===== config.mk =====
export PLATFORM = sky130hd
export DESIGN_NAME = memory_arbiter
export DESIGN_NICKNAME = d
export VERILOG_FILES = /design/src/rtl/cpu_types_pkg.sv /design/src/rtl/memory_arbiter.sv
export SDC_FILE = /design/constraint.sdc
export NUM_CORES = 1
export LEC_CHECK = 0
export ABC_AREA = 1
export CAP_MARGIN = 40
export CORE_MARGIN = 1
export CORE_UTILIZATION = 35
export DETAILED_ROUTE_END_ITERATION = 12
export MAX_ROUTING_LAYER = met4
export PLACE_DENSITY = 0.81
export SETUP_SLACK_MARGIN = 0.5
export SLEW_MARGIN = 0
export SYNTH_ARGS = -nofsm -noshare
export SYNTH_HDL_FRONTEND = slang
export SYNTH_SLANG_ARGS = --single-unit

===== constraint.sdc =====
create_clock -name CLK -period 1.95 [get_ports CLK]
set_input_delay 0.4875 -clock CLK [delete_from_list [all_inputs] [get_ports CLK]]
set_output_delay 0.4875 -clock CLK [all_outputs]
set_load 0.1 [all_outputs]

===== src/rtl/cpu_types_pkg.sv =====
// Shared CPU-side types: RAM port status and the machine word.
package cpu_types_pkg;

  // Status reported by the RAM for the access currently on its strobes.
  typedef enum logic [1:0] {
    FREE   = 2'd0,
    BUSY   = 2'd1,
    ACCESS = 2'd2,
    ERROR  = 2'd3
  } ramstate_t;

  typedef logic [31:0] word_t;

endpackage


===== src/rtl/memory_arbiter.sv =====
// Arbitrates icache and dcache single-word requests onto one RAM port.
// Data side wins by default; instruction fetch is guaranteed a grant after
// STARVE_MAX consecutive data grants taken while it was waiting.
//
// Handshake: a cache raises its request (iREN, or dREN/dWEN) and holds it,
// with address and data stable, until it sees its wait low for exactly one
// cycle. That low-wait cycle is the completion; load data is valid only then.
// If the cache changes or drops its request before completion, the RAM access
// still finishes but its wait stays high and the result is discarded.
//
// arb_state is a debug view of the FSM: 0 = idle, 1 = data access,
// 2 = instruction access.
module memory_arbiter
  import cpu_types_pkg::*;
#(
  parameter int WORD_W     = 32,
  parameter int ADDR_W     = 32,
  parameter int STARVE_MAX = 4
) (
  input  logic              CLK,
  input  logic              nRST,
  input  logic              iREN,
  input  logic [ADDR_W-1:0] iaddr,
  output logic              iwait,
  output logic [WORD_W-1:0] iload,
  input  logic              dREN,
  input  logic              dWEN,
  input  logic [ADDR_W-1:0] daddr,
  input  logic [WORD_W-1:0] dstore,
  output logic              dwait,
  output logic [WORD_W-1:0] dload,
  output logic              ramREN,
  output logic              ramWEN,
  output logic [ADDR_W-1:0] ramaddr,
  output logic [WORD_W-1:0] ramstore,
  input  logic [WORD_W-1:0] ramload,
  input  ramstate_t         ramstate,
  output logic [1:0]        arb_state
);

  typedef enum logic [1:0] {
    IDLE  = 2'd0,
    D_ACC = 2'd1,
    I_ACC = 2'd2
  } arb_state_t;

  localparam int                CNT_W = $clog2(STARVE_MAX + 1);
  localparam logic [CNT_W-1:0]  CNT_MAX = CNT_W'(STARVE_MAX);

  arb_state_t         state, state_n;
  logic [CNT_W-1:0]   starve_cnt, starve_cnt_n;
  logic [ADDR_W-1:0]  lat_addr, lat_addr_n;
  logic [WORD_W-1:0]  lat_store, lat_store_n;
  logic               lat_dren, lat_dren_n;
  logic               lat_dwen, lat_dwen_n;

  logic d_req;
  logic i_starved;

  assign d_req     = dREN | dWEN;
  assign i_starved = iREN && (starve_cnt == CNT_MAX);

  assign ramaddr   = lat_addr;
  assign ramstore  = lat_store;
  assign arb_state = state;

  // State, starvation counter and the latched request held for the RAM.
  always_ff @(posedge CLK or negedge nRST) begin
    if (!nRST) begin
      state      <= IDLE;
      starve_cnt <= '0;
      lat_addr   <= '0;
      lat_store  <= '0;
      lat_dren   <= 1'b0;
      lat_dwen   <= 1'b0;
    end else begin
      state      <= state_n;
      starve_cnt <= starve_cnt_n;
      lat_addr   <= lat_addr_n;
      lat_store  <= lat_store_n;
      lat_dren   <= lat_dren_n;
      lat_dwen   <= lat_dwen_n;
    end
  end

  // Grant decision in IDLE, RAM strobes and completion signalling in the
  // access states. Completion is only reported while the winner still
  // presents the exact request that was granted.
  always_comb begin
    state_n      = state;
    starve_cnt_n = starve_cnt;
    lat_addr_n   = lat_addr;
    lat_store_n  = lat_store;
    lat_dren_n   = lat_dren;
    lat_dwen_n   = lat_dwen;
    ramREN       = 1'b0;
    ramWEN       = 1'b0;
    iwait        = 1'b1;
    dwait        = 1'b1;
    iload        = '0;
    dload        = '0;

    case (state)
      IDLE: begin
        if (d_req && !i_starved) begin
          state_n     = D_ACC;
          lat_addr_n  = daddr;
          lat_store_n = dstore;
          lat_dren_n  = dREN;
          lat_dwen_n  = dWEN;
          if (!iREN) begin
            starve_cnt_n = '0;
          end else if (starve_cnt != CNT_MAX) begin
            starve_cnt_n = starve_cnt + CNT_W'(1);
          end
        end else if (iREN) begin
          state_n      = I_ACC;
          lat_addr_n   = iaddr;
          lat_store_n  = '0;
          lat_dren_n   = 1'b0;
          lat_dwen_n   = 1'b0;
          starve_cnt_n = '0;
        end
      end

      D_ACC: begin
        // A write wins over a read when both were requested together.
        ramWEN = lat_dwen;
        ramREN = ~lat_dwen;
        if (ramstate == ACCESS) begin
          state_n = IDLE;
          if ((dREN == lat_dren) && (dWEN == lat_dwen)) begin
            dwait = 1'b0;
            dload = ramload;
          end
        end
      end

      I_ACC: begin
        ramREN = 1'b1;
        if (ramstate == ACCESS) begin
          state_n = IDLE;
          if (iREN) begin
            iwait = 1'b0;
            iload = ramload;
          end
        end
      end

      default: begin
        state_n = IDLE;
      end
    endcase
  end

endmodule


==> impl_results.md, run 1 <==
* Root buffer cell: clkbuf_8
* Yosys top cell by area: dfrtp_1
* Die Height at 105 µm
* Status: stopped before the end
* Count leader, synth: nand2_1
* Post-synth EDFFs at 0
* Mapped Area at 3750 µm²
* Netlist cell types at 18
* Ranking of synthesized cells by area: dfrtp_1, nand2_1, nor2_1
* Port Buffers at 268
* Row cnt at 37
* Post CTS Setup Buffer Count at 30
* Final Wtd Congestion at 0.992
* YS warnings at 0
* Die X at 105 µm
* Stopped at: clock tree synthesis (4_1_cts)
* Placed cells at 961
* Main synth FF type: dfrtp_1
* CTS Sinks at 71
* IO Pins at 269
* Syn_nets at 686
* Synth top area share at 47.4%
* Hpwl dp at 13,900 µm
* Asr flop ratio synth at 100%
* Hold_buf cts at 0
* Htree depth at 3
* Post-synthesis sequential area ratio at 47.4%
* Post_cts resized at 151
* Number of buffers created by CTS at 9
* Synth Register Bits at 71
* Post-Syn Instances at 546
* First Err: [ERROR DPL-0033] detailed placement checks failed during check placement.
* Mean Syn Cell Area at 6.86 µm²
* Initial core utilization at 36.1%
* Top cells by count, synth: nand2_1, dfrtp_1, nor2_1, inv_1, nand3_1
* Clk buf depth at 2
## through the flow
step | area [µm²] | utilization (%) | TNS, ns | hold WS, ns | setup slack, ns
detailed placement | 8760 | 84.5 | -38.71 | 0.389 | -0.561
global placement | 8760 | 84.5 | -31.03 | 0.393 | -0.493
floorplan | 4360 | - | -31.62 | 0.192 | -0.545
## cells by family after synthesis
kind of cell,share of synthesized area [%]
and+or+nand+nor,40.7
buffers and inverters,9.12
DFF,47.4
adders and majority gates,1.67
AOI/OAI and AO/OA,0.835
xor gates and xnor gates,0.234
==> run 2: changes to the inputs <==
--- a/config.mk
+++ b/config.mk
@@ -8,11 +8,9 @@
 export ABC_AREA = 1
 export CAP_MARGIN = 40
 export CORE_MARGIN = 1
-export CORE_UTILIZATION = 35
+export CORE_UTILIZATION = 30
 export DETAILED_ROUTE_END_ITERATION = 12
-export MAX_ROUTING_LAYER = met4
-export PLACE_DENSITY = 0.81
-export SETUP_SLACK_MARGIN = 0.5
+export PLACE_DENSITY_LB_ADDON = 0.15
 export SLEW_MARGIN = 0
 export SYNTH_ARGS = -nofsm -noshare
 export SYNTH_HDL_FRONTEND = slang
==> impl_results.md, run 2 <==
* Top cells by count, synth: nand2_1, dfrtp_1, nor2_1, inv_1, nand3_1
* Main synth FF type: dfrtp_1
* Clk buf depth at 2
* Final Wtd Congestion at 0.849
* GRT overflow at 0
* Hold/Removal Path Class: in2async
* Period utilization at 123%
* Hpwl dp at 11,500 µm
* Mapped Area at 3750 µm²
* Detailed Route WL at 15,500 µm
* Total power at 16.2 mW
* CP required at 1.46 ns
* Worst path cell trace: inv_4, ha_4, nand2_4, nand2_4, nand3_4, buf_12, nor2_4, buf_12
* Switching pwr at 8.88 mW
* Rel. slew slack at 74.3%
* Syn_nets at 686
* Count leader, synth: nand2_1
* Min Tclk post-route at 2.40 ns
* Port Buffers at 268
* Slowest cell on the critical path: dfrtp_4
* Vias at 4,587
* Asr flop ratio synth at 100%
* Vias per cell at 4.54
* Clk network pwr share at 10.7%
* DRC viols at 0
* Clock transition at the registers of the reported paths at 0.05 ns
* IO Pins at 269
* Htree depth at 3
* RSZ-0062 raised after global routing: yes
* Static Leak at 4.39 nW
* Max Cap Viol at 0
* CTS Sinks at 71
* Crit-path max FO at 9
* Drt pass-1 iters at 4
* Combinational share of power at 70.9%
* Worst vdd ir at 1520 µV
* Netlist cell types at 18
* Final setup margin at -0.446 ns
* Most frequent cells in the layout: nand2_1, buf_12, clkdlybuf4s50_1, dfrtp_1, nor2_4
* Worst reg-to-reg path cell count at 9
* Avg WL per Cell at 15.4 µm
* Synth Register Bits at 71
* FMAX at 417 MHz
* Worst-margin pin slew at 0.385 ns
* Largest net degree at the start of global routing at 72
* Antenna diode count at 0
* CTS tree: done
* Initial antenna violation count at 0
* Ranking of synthesized cells by area: dfrtp_1, nand2_1, nor2_1
* Int Pwr at 7.34 mW
* Antenna Nets Post-Route at 0
* Gr usage total at 24.5%
* Post-synthesis sequential area ratio at 47.4%
* Synth top area share at 47.4%
* YS warnings at 0
* Core Box Area at 12,100 µm²
* Failing checks: negative setup slack
* Layout cell share with drive strength beyond 1 at 32.9%
* Status: finished, violations left
* Number of buffers created by CTS at 9
* Number of global-route vias before repair at 4,744
* Post-synth EDFFs at 0
* PwrDens at 1750 nW/µm²
* Die Height at 114 µm
* Reg power frac at 18.4%
* Final slew viol count at 0
* Mean Syn Cell Area at 6.86 µm²
* FF-to-FF setup slack at 0.16 ns
* Placed cells at 981
* Startpoint Class: flip-flop
* Non-filler cells, final at 1,011
* Sw Share at 54.8%
* Pre-CTS setup slack at -0.512 ns
* Post-Syn Instances at 546
* Fin nets at 979
* Final setup vio count at 67
* Root buffer cell: clkbuf_16
* Fill cells at 806
* Initial core utilization at 30.9%
* Final Hold Fails at 0
* CP Class: reg2out
* Synth-to-layout area growth at 148%
* Full die area at 12,900 µm²
* FF-to-FF End: ramaddr[28]
* Most common cell after layout, fill and taps aside: nand2_1
* CP endpoint kind: primary output
* Slowest Stage Delay on Critical Path at 0.49 ns
* Iter 0 DRT Violations at 226
* Reg-to-Reg Start: arb_state[0]
* Fin Clk Skew at 0.00424 ns
* First-pass GRT wire length at 24,400 µm
* Yosys top cell by area: dfrtp_1
* Die X at 114 µm
* Crit path DAT at 1.91 ns
* Worst skew pair latency at 0.33 ns
* Row cnt at 40
==> run 2: cell families (layout without fill, tap and decap cells) <==
group	count (synthesis)	in the layout	share of synthesized area (%)
compound gates	4	4	0.835
xor+xnor	1	1	0.234
fa+ha+maj	5	5	1.67
buf+inv	83	380	9.12
flops	71	71	47.4
simple gates	382	382	40.7
==> run 2: area by class of cell <==
type	instances	area (µm²)	area share, %
Multi-Input combinational cell	392	2200	23.6
Clock buffer	11	243	2.61
Timing Repair Buffer	310	4580	49.2
Inverter	55	211	2.28
Clock inverter	4	70.1	0.754
Tap cell	168	210	2.26
Sequential cell	71	1780	19.2
==> run 2: per-layer routing <==
metal  wire [µm]  vias up  global-route usage [%]
met1        5590     2158                    25.5
met5           0        -                       0
met3        1200       25                    7.92
li1            -     2209                       -
met4         373        0                    8.68
met2        8370      195                    45.7
==> run 2: what timing repair did <==
item,4_1_cts,5_1_grt
cloned,4,2
buffers inserted,7,4
setup endpoints to repair,68,67
pin swaps,11,9
gates resized for setup,25,11
hold buffers,0,0
==> run 2: power groups by stage <==
| stage | Sequential (mW) | Clock (mW) | Combinational, mW |
|---|---|---|---|
| 3_5_place_dp | 2.98 | 0 | 11.4 |
| 2_1_floorplan | 7.36 | 0 | 2.33 |
| 4_1_cts | 2.98 | 1.78 | 11.5 |
| 5_1_grt | 3.06 | 1.83 | 12.0 |
| 3_3_place_gp | 2.94 | 0 | 11.2 |
| 6_report | 2.98 | 1.74 | 11.5 |
==> run 2: worst max-delay path: cells and delay by family, from the launching register on <==
kind | cells | cell delay (ns)
and+or+nand+nor | 4 | 0.44
adders and majority gates | 1 | 0.15
buffers and inverters | 3 | 0.49
DFF | 1 | 0.49
==> run 2: worst max path at each step <==
stage / startpoint / to / slack [ns] / cells past startpoint
2_1_floorplan: arb_state[0] / iload[10] / -0.55 / 5
3_3_place_gp: ramstate[1] / dload[14] / -0.46 / 7
5_1_grt: arb_state[1] / dload[13] / -0.50 / 8
6_report: arb_state[1] / dload[18] / -0.45 / 8
3_5_place_dp: ramstate[1] / dload[14] / -0.51 / 7
4_1_cts: arb_state[1] / dload[18] / -0.42 / 8
==> run 2: stage by stage <==
stage               utilization, %  hold WS (ns)  area, µm²  TNS (ns)
finish                        76.7         0.171       9290    -24.78
global placement              71.4         0.489       8650    -26.87
global route                  76.7         0.199       9290    -29.60
CTS                           76.1         0.183       9220    -25.08
floorplan                        -         0.192       4340    -31.62
detailed placement            71.4         0.488       8650    -28.39
Power figures use the tool's default switching activity.
==> run 3: changes to the inputs <==
--- a/config.mk
+++ b/config.mk
@@ -10,6 +10,7 @@
 export CORE_MARGIN = 1
 export CORE_UTILIZATION = 30
 export DETAILED_ROUTE_END_ITERATION = 12
+export DONT_BUFFER_PORTS = 1
 export PLACE_DENSITY_LB_ADDON = 0.15
 export SLEW_MARGIN = 0
 export SYNTH_ARGS = -nofsm -noshare
==> impl_results.md, run 3 (synthesis gave the netlist of run 2 again) <==
* Status: finished, violations left
* Failing checks: negative hold slack, negative setup slack
* Vias at 3,834
* Worst-margin pin slew at 0.323 ns
* Area post-placement at 6480 µm²
* Rel. slew slack at 78.4%
* CTS tree: done
* CP endpoint kind: primary output
* Design area at 6990 µm²
* Hpwl dp at 9350 µm
* Hold/Removal Path Class: in2async
* CP required at 1.46 ns
* Avg WL per Cell at 13.9 µm
* Iter 0 DRT Violations at 158
* Static Leak at 3.50 nW
* Startpoint Class: flip-flop
* Final slew viol count at 0
* Clock transition at the registers of the reported paths at 0.06 ns
* Most common cell after layout, fill and taps aside: nand2_1
* Crit-path max FO at 4
* Met3 usage at 4.04%
* Min Tclk post-route at 2.36 ns
* Slowest Stage Delay on Critical Path at 0.49 ns
* WP buf/inv at 4
* Initial core utilization at 30.9%
* Max Cap Viol at 0
* Non-filler cells, final at 867
* First-pass GRT wire length at 19,300 µm
* Multi-input gate area at 2170 µm²
* Worst path top cell family by delay: buffers and inverters
* Final setup vio count at 67
* Gr usage total at 19.2%
* DRC viols at 0
* GRT overflow at 0
* Pre-CTS setup slack at -0.101 ns
* Crit path DAT at 1.87 ns
* Hold slack at -0.148 ns
* Slowest cell on the critical path: dfrtp_4
* PwrDens at 1960 nW/µm²
* CTS Sinks at 71
* Register area at 1780 µm²
* Placed cells at 844
* Htree depth at 3
* Number of global-route vias before repair at 3,865
* Antenna Nets Post-Route at 0
* Clk buf depth at 2
* Final Hold Fails at 71
* Fill cells at 1,088
* Layout cell share with drive strength beyond 1 at 37.8%
* Worst vdd ir at 1370 µV
* FMAX at 424 MHz
* FF-to-FF setup slack at 0.22 ns
* Antenna diode count at 0
* Root buffer cell: clkbuf_16
* IO Pins at 269
* Die X at 114 µm
* Full die area at 12,900 µm²
* Most frequent cells in the layout: nand2_1, buf_4, buf_12, dfrtp_1, nor2_4
* Vias per cell at 4.42
* Total power at 13.7 mW
* Post-layout util at 57.7%
* Worst path cell trace: inv_4, ha_4, nand2_2, nand2_2, nand3_4, buf_4, buf_16, nor2_4, buf_12
* CP Class: reg2out
* Most crowded layer after global routing: met2
* Total negative setup slack at -22.14 ns
* Detailed Route WL at 12,100 µm
* Met1 GRT Util at 21.9%
* Port Buffers at 0
* Initial antenna violation count at 0
* Fin nets at 834
* Largest net degree at the start of global routing at 72
* Die Height at 114 µm
* GR Layer Usage met2 at 34.7%
* Period utilization at 121%
* RSZ-0062 raised after global routing: yes
* Core Box Area at 12,100 µm²
* Synth-to-layout area growth at 86.6%
* Row cnt at 40
* Number of buffers created by CTS at 9
* Final setup margin at -0.409 ns
* Worst skew pair latency at 0.33 ns
* Final Wtd Congestion at 0.821
* Top cell by count, worst path: nand2_2
* Drt pass-1 iters at 4
* Fin Clk Skew at 0.00605 ns
run 3: changes by cell type in the layout (fill, tap and decap cells not counted), sizes merged:
cell | before | now
dlymetal6s2s | 1 | 0
clkinv | 2 | 4
buf | 175 | 165
dlygate4sd2 | 3 | 0
inv | 55 | 56
clkbuf | 13 | 9
clkdlybuf4s50 | 129 | 0
run 3: area by class of cell:
type / count / share of cell area [%]
clock inverters: 7 / 1.38
clock buffers: 9 / 3.22
flip-flops and latches: 71 / 25.5
well taps: 168 / 3.01
repair buffers: 165 / 32.8
multi-input cells: 392 / 31.1
inverters: 55 / 3.02
run 3: what timing repair did:
item                                    4_1_cts  5_1_grt
setup buffers                                 4        1
cloned                                        3        0
endpoints found under the setup margin       68       68
resized for setup                            19        5
pin swaps                                    11        5
endpoints found under the hold margin        71       71
run 3: path summary, 6_finish.rpt:
check,start,endpoint,cells after the start
worst max-delay path,arb_state[1],dload[13],9
worst min-delay path,nRST,ramaddr[8],0
worst max register to register,arb_state[0],ramstore[23],9
worst min register to register,ramstore[28],ramstore[28],2
max in group asynchronous,nRST,ramstore[6],0
min in group CLK,dstore[28],ramstore[28],2
run 3: worst register-to-register path, cell delays in order (launching register included):
cell     delay [ns]
dfrtp_4        0.51
inv_4          0.08
buf_4          0.12
ha_4           0.13
inv_1          0.09
a21oi_4        0.18
inv_2          0.17
buf_12         0.21
nand2_1        0.08
nand2_1        0.06
run 3: routing by layer:
metal  routed length (µm)  up-vias
met5                    0        -
met2                 6260      176
met1                 4730     1722
met3                  800       18
li1                     -     1918
met4                  275        0
run 3: where the power goes:
group	switching, mW	internal (mW)	total [mW]
clock	0.629	1.12	1.75
sequential	0.240	2.19	2.43
combinational	7.48	2.04	9.52
==> run 4: changes to the inputs <==
--- a/config.mk
+++ b/config.mk
@@ -9,6 +9,7 @@
 export CAP_MARGIN = 40
 export CORE_MARGIN = 1
 export CORE_UTILIZATION = 30
+export CTS_CLUSTER_DIAMETER = 60
 export DETAILED_ROUTE_END_ITERATION = 12
 export DONT_BUFFER_PORTS = 1
 export PLACE_DENSITY_LB_ADDON = 0.15
==> results of run 4 <==
Final layout, timing and power as in run 3 (identical DEF).
